===== config.mk =====
export PLATFORM = sky130hd
export DESIGN_NAME = dm_write_tracer
export DESIGN_NICKNAME = d
export VERILOG_FILES = /design/src/rtl/dm_write_tracer.sv
export SDC_FILE = /design/constraint.sdc
export NUM_CORES = 2
export LEC_CHECK = 0
export ABC_CLOCK_PERIOD_IN_PS = 14200
export BUFFER_PORTS_ARGS = -buffer_cell sky130_fd_sc_hd__buf_2
export CAP_MARGIN = 20
export CORE_MARGIN = 2
export CORE_UTILIZATION = 35
export CTS_BUF_LIST = sky130_fd_sc_hd__clkbuf_4
export CTS_CLUSTER_SIZE = 24
export DETAILED_ROUTE_END_ITERATION = 8
export PLACE_DENSITY_LB_ADDON = 0.25
export SETUP_SLACK_MARGIN = 0.1
export SKIP_CTS_REPAIR_TIMING = 1
export SLEW_MARGIN = 15
export SYNTH_ARGS = -nofsm -noshare
export SYNTH_HDL_FRONTEND = slang
export SYNTH_SLANG_ARGS = --single-unit
export TNS_END_PERCENT = 1

===== constraint.sdc =====
create_clock -name CLOCK_50 -period 14.2 [get_ports CLOCK_50]
set_clock_uncertainty 0.2 [all_clocks]
set_input_delay 2.84 -clock CLOCK_50 [delete_from_list [all_inputs] [get_ports CLOCK_50]]
set_output_delay 2.84 -clock CLOCK_50 [all_outputs]
set_load 0.05 [all_outputs]

===== src/rtl/dm_write_tracer.sv =====
// Trace buffer for data-memory writes: captures {addr, data, stamp} per DM write and
// streams the captured entries out oldest-first over valid/ready when a dump is requested.
module dm_write_tracer #(
    parameter int unsigned N            = 64,
    parameter int unsigned DEPTH        = 16,
    parameter int unsigned TS_W         = 16,
    parameter bit          STOP_ON_FULL = 1'b0
) (
    input  logic                     CLOCK_50,
    input  logic                     reset,
    input  logic                     DM_writeEnable,
    input  logic [N-1:0]             DM_addr,
    input  logic [N-1:0]             DM_writeData,
    input  logic                     dump,
    output logic                     out_valid,
    input  logic                     out_ready,
    output logic [N-1:0]             out_addr,
    output logic [N-1:0]             out_data,
    output logic [TS_W-1:0]          out_stamp,
    output logic                     out_last,
    output logic                     busy,
    output logic [$clog2(DEPTH):0]   count,
    output logic                     overflow
);

    localparam int unsigned PW = $clog2(DEPTH);
    localparam int unsigned CW = PW + 1;

    typedef enum logic [1:0] {StCapture, StDump, StDone} state_e;

    state_e          state_q, state_d;
    logic [PW-1:0]   wr_ptr_q, wr_ptr_d;
    logic [PW-1:0]   rd_ptr_q, rd_ptr_d;
    logic [CW-1:0]   count_q, count_d;
    logic [TS_W-1:0] stamp_q;
    logic            dump_q;
    logic            overflow_q, overflow_d;
    logic            mem_we;
    logic            full;
    logic            dump_rise;

    logic [N-1:0]    mem_addr  [DEPTH];
    logic [N-1:0]    mem_data  [DEPTH];
    logic [TS_W-1:0] mem_stamp [DEPTH];

    assign full      = (count_q == CW'(DEPTH));
    assign dump_rise = dump & ~dump_q;

    always_comb begin
        state_d    = state_q;
        wr_ptr_d   = wr_ptr_q;
        rd_ptr_d   = rd_ptr_q;
        count_d    = count_q;
        overflow_d = overflow_q;
        mem_we     = 1'b0;
        out_valid  = 1'b0;
        out_last   = 1'b0;
        unique case (state_q)
            StCapture: begin
                if (DM_writeEnable) begin
                    if (!full) begin
                        mem_we   = 1'b1;
                        wr_ptr_d = wr_ptr_q + 1'b1;
                        count_d  = count_q + 1'b1;
                    end else if (!STOP_ON_FULL) begin
                        // Overwrite the oldest entry; the read side slides forward with it.
                        mem_we     = 1'b1;
                        wr_ptr_d   = wr_ptr_q + 1'b1;
                        rd_ptr_d   = rd_ptr_q + 1'b1;
                        overflow_d = 1'b1;
                    end else begin
                        overflow_d = 1'b1;
                    end
                end
                if (dump_rise) begin
                    state_d = (count_d != '0) ? StDump : StDone;
                end
            end
            StDump: begin
                out_valid = 1'b1;
                out_last  = (count_q == CW'(1));
                if (DM_writeEnable) begin
                    overflow_d = 1'b1;
                end
                if (out_ready) begin
                    rd_ptr_d = rd_ptr_q + 1'b1;
                    count_d  = count_q - 1'b1;
                    if (count_q == CW'(1)) begin
                        state_d = StDone;
                    end
                end
            end
            StDone: begin
                if (DM_writeEnable) begin
                    overflow_d = 1'b1;
                end
                if (!dump) begin
                    state_d    = StCapture;
                    count_d    = '0;
                    overflow_d = 1'b0;
                end
            end
            default: state_d = StCapture;
        endcase
    end

    always_ff @(posedge CLOCK_50) begin
        if (reset) begin
            state_q    <= StCapture;
            wr_ptr_q   <= '0;
            rd_ptr_q   <= '0;
            count_q    <= '0;
            stamp_q    <= '0;
            dump_q     <= 1'b0;
            overflow_q <= 1'b0;
        end else begin
            state_q    <= state_d;
            wr_ptr_q   <= wr_ptr_d;
            rd_ptr_q   <= rd_ptr_d;
            count_q    <= count_d;
            stamp_q    <= stamp_q + 1'b1;
            dump_q     <= dump;
            overflow_q <= overflow_d;
        end
    end

    always_ff @(posedge CLOCK_50) begin
        if (!reset && mem_we) begin
            mem_addr[wr_ptr_q]  <= DM_addr;
            mem_data[wr_ptr_q]  <= DM_writeData;
            mem_stamp[wr_ptr_q] <= stamp_q;
        end
    end

    assign out_addr  = out_valid ? mem_addr[rd_ptr_q]  : '0;
    assign out_data  = out_valid ? mem_data[rd_ptr_q]  : '0;
    assign out_stamp = out_valid ? mem_stamp[rd_ptr_q] : '0;
    assign busy      = (state_q != StCapture);
    assign count     = count_q;
    assign overflow  = overflow_q;

endmodule


==> impl_metrics.yaml <==
outcome:
  outcome: "finished, final reports clean"
cts:
  cts_tree: "yes"
  cts_buffers: 627
  htreeDepth: 6
  clock_latency_ps: 1340
  clk_pin_slew_ps: 60
  ctsRootBufferMaster: "clkbuf_4"
  cts_sinks: 2341
  clockBufferDepth: 4
global_route:
  grt_pass1_vias: 46800
  grt_use_total_pct: 17.2
  grt_max_degree: 131
  grt_pass1_wl_um: 322000
  overflow: 0
  antenna_found_initial: 55
finish:
  postLayoutCellArea_mm2: 0.102
  final_util_pct: 40.2
  final_nets: 4839
  multi_input_area_mm2: 0.0183
  n_fill_cell: 22700
  drive_gt1_share_pct: 36.8
  regArea_mm2: 0.0699
  syn_to_final_growth_pct: 14.3
pwr:
  p_leak_uw: 0.0318
  peakVddDrop_v: 0.0000949
  power_uw: 15700
  switching_share_pct: 25.6
  power.density_mw_per_mm2: 153
  clockPowerShare_pct: 36.0
  p_switching_uw: 4020
  pwr-share-comb_pct: 14.3
  p_int_uw: 11700
  power_frac_seq_pct: 49.7
floorplan:
  core_mm2: 0.254
  row_count: 185
  pin_count: 286
  dieArea_mm2: 0.259
  die_x_um: 509
  initial_utilization_pct: 35.2
  dieHeight_um: 509
synthesis:
  synth_flop_cell: "edfxtp_1"
  synth.top_cell.area_share_pct: 77.4
  yosysSeqAreaShare_pct: 78.3
  ys_seq_elements: 2341
  yosysUniqueCellTypes: 47
  synth_fp_nets: 4060
  synthesis.area_mm2: 0.0894
  synth_edf_count: 2304
  ys_top_cells_by_count: "edfxtp_1, mux4_2, mux2i_1, o22ai_1, nand2_1"
  synth_top_area_cell: "edfxtp_1"
  yosysWarnings: 0
  yosysMostFrequentCell: "edfxtp_1"
  async_flop_share_pct: 0
  syn_inst: 3913
  syn_area_per_cell_um2: 22.8
  synth.area.top_cells: "edfxtp_1, mux4_2, mux2i_1"
worst_setup_path:
  worstSetupStartpointType: "flop"
  criticalPathCategory: "flop to primary output"
  slowest_delay_ps: 800
  crit_path_end_kind: "primary output"
  path_max_fanout: 43
  reg2reg_depth: 9
  cpMostUsedCell: "buf_4"
  cp.required_ps: 11160
  cp.arrival_ps: 5800
  path_cells: "buf_4 > buf_4 > buf_4 > mux4_2 > mux2i_1 > o22ai_1 > buf_2"
  slowest_stage: "buf_4"
sta:
  setup_violations: 0
  slew_headroom_pct: 20.7
  rsz0062_at_grt: "false"
  timing.fmax_mhz: 113
  fin_ws_ps: 5360
  slew_violations: 0
  period_needed_ps: 8840
  final_hold_viol_count: 0
  holdWs_ps: 322
  fin_crit_sh_pct: 62.2
  tightest_slew_ps: 1190
placement:
  hpwlAfterDp_um: 106000
  port_buffers: 285
  post_dp_cell_area_mm2: 0.0948
  gp_congestion: 0.709
  place_ws_ps: 6560
min_path:
  hp-class: "flop to flop"
  whs_path_depth: 2
detailed_routing:
  drt_pre_antenna_iters: 7
  wl_um: 225000
  dr_total_vias: 44000
  drt_iter0_drc: 3339
  detail-route-antenna-nets: 0
  drc: 0
  wl_per_cell_um: 26.6
  vias_per_cell: 5.22
run:
  maxCapViolations: 0
[metal layers]
| layer | GRT usage (%) | share of wire (%) | vias to the layer above | wire, um |
|---|---|---|---|---|
| li1 | - | - | 18600 | - |
| met1 | 22.4 | 42 | 23500 | 94600 |
| met2 | 28.4 | 50 | 1446 | 112000 |
| met3 | 3.93 | 5.9 | 386 | 13100 |
| met4 | 5.51 | 2.1 | 34 | 4750 |
| met5 | 0 | 0.091 | - | 205 |
[stage by stage]
| stage | cells | TNS [ps] |
|---|---|---|
| after detailed placement | 7428 | 0 |
| after CTS | 8431 | 0 |
| final | 8441 | 0 |
| after floorplan | 3913 | -44260 |
| after global placement | 7427 | 0 |
| after global routing | 8435 | 0 |
[power groups by stage]
stage	logic, uW	registers (uW)	clock network, uW
6_report	2240	7800	5640
5_1_grt	2420	7810	6200
4_1_cts	2300	7800	5860
3_5_place_dp	2300	7950	0
3_3_place_gp	2280	7940	0
2_1_floorplan	1720	7950	0
[sequential cells by signal, indices dropped and copies added (netlist names), named ones only]
signal / flops
rd_ptr_q: 4
stamp_q: 16
overflow: 1
state_q: 2
mem_addr: 1024
mem_data: 1024
count: 5
dump_q: 1
wr_ptr_q: 4
mem_stamp: 256
[cell type report]
type	instances	area share [%]
clock buffer	886	6.51
timing repair buffer	368	2.21
inverter	15	0.0551
multi-input combinational	1339	17.9
antenna	9	0.0220
tap	3366	4.12
clock inverter	117	0.697
sequential	2341	68.5
[placed cells by master, fill, tap and decap left out, types with 14 or more instances in the layout]
| cell | netlist | layout |
|---|---|---|
| nand4_1 | 29 | 29 |
| a22oi_1 | 19 | 19 |
| clkinv_1 | 0 | 71 |
| mux2i_1 | 290 | 290 |
| and3_1 | 20 | 20 |
| a22o_1 | 18 | 18 |
| nor2_1 | 47 | 33 |
| edfxtp_1 | 2304 | 2304 |
| ha_1 | 14 | 14 |
| buf_4 | 20 | 66 |
| buf_2 | 55 | 285 |
| o22ai_1 | 104 | 104 |
| nand2_1 | 98 | 97 |
| a32oi_1 | 24 | 24 |
| buf_12 | 0 | 16 |
| a21oi_1 | 14 | 14 |
| inv_1 | 15 | 15 |
| a221o_1 | 18 | 18 |
| clkbuf_4 | 0 | 886 |
| dfxtp_1 | 37 | 34 |
| mux4_2 | 534 | 534 |
| o211ai_1 | 26 | 26 |
| inv_2 | 0 | 19 |
[cell families after synthesis]
kind of cell,after synthesis,synth area share (%)
compound gates,244,1.96
xor+xnor,20,0.196
fa+ha+maj,14,0.196
buf+inv,233,1.43
flops,2341,78.3
mux,824,16.7
simple gates,237,1.25
[path summary, 6_finish.rpt]
kind                       startpoint                        end  slack, ps
max                              flop               out_data[42]       5360
min          rd_ptr_q[3]$_SDFFE_PP0P_                       flop        320
max reg2reg   state_q[0]$_SDFFE_PP0P_  mem_addr[2][28]$_DFFE_PP_       9320
min reg2reg  rd_ptr_q[3]$_SDFFE_PP0P_                       flop        320
[critical path, delay by kind of cell, from the launching register on]
family	cells	cell delay, ps
buffers and inverters	4	2630
multiplexers	2	760
AO/OA/AOI/OAI	1	180
flip-flops	1	720
No activity file was read; power rests on OpenSTA's default activity.
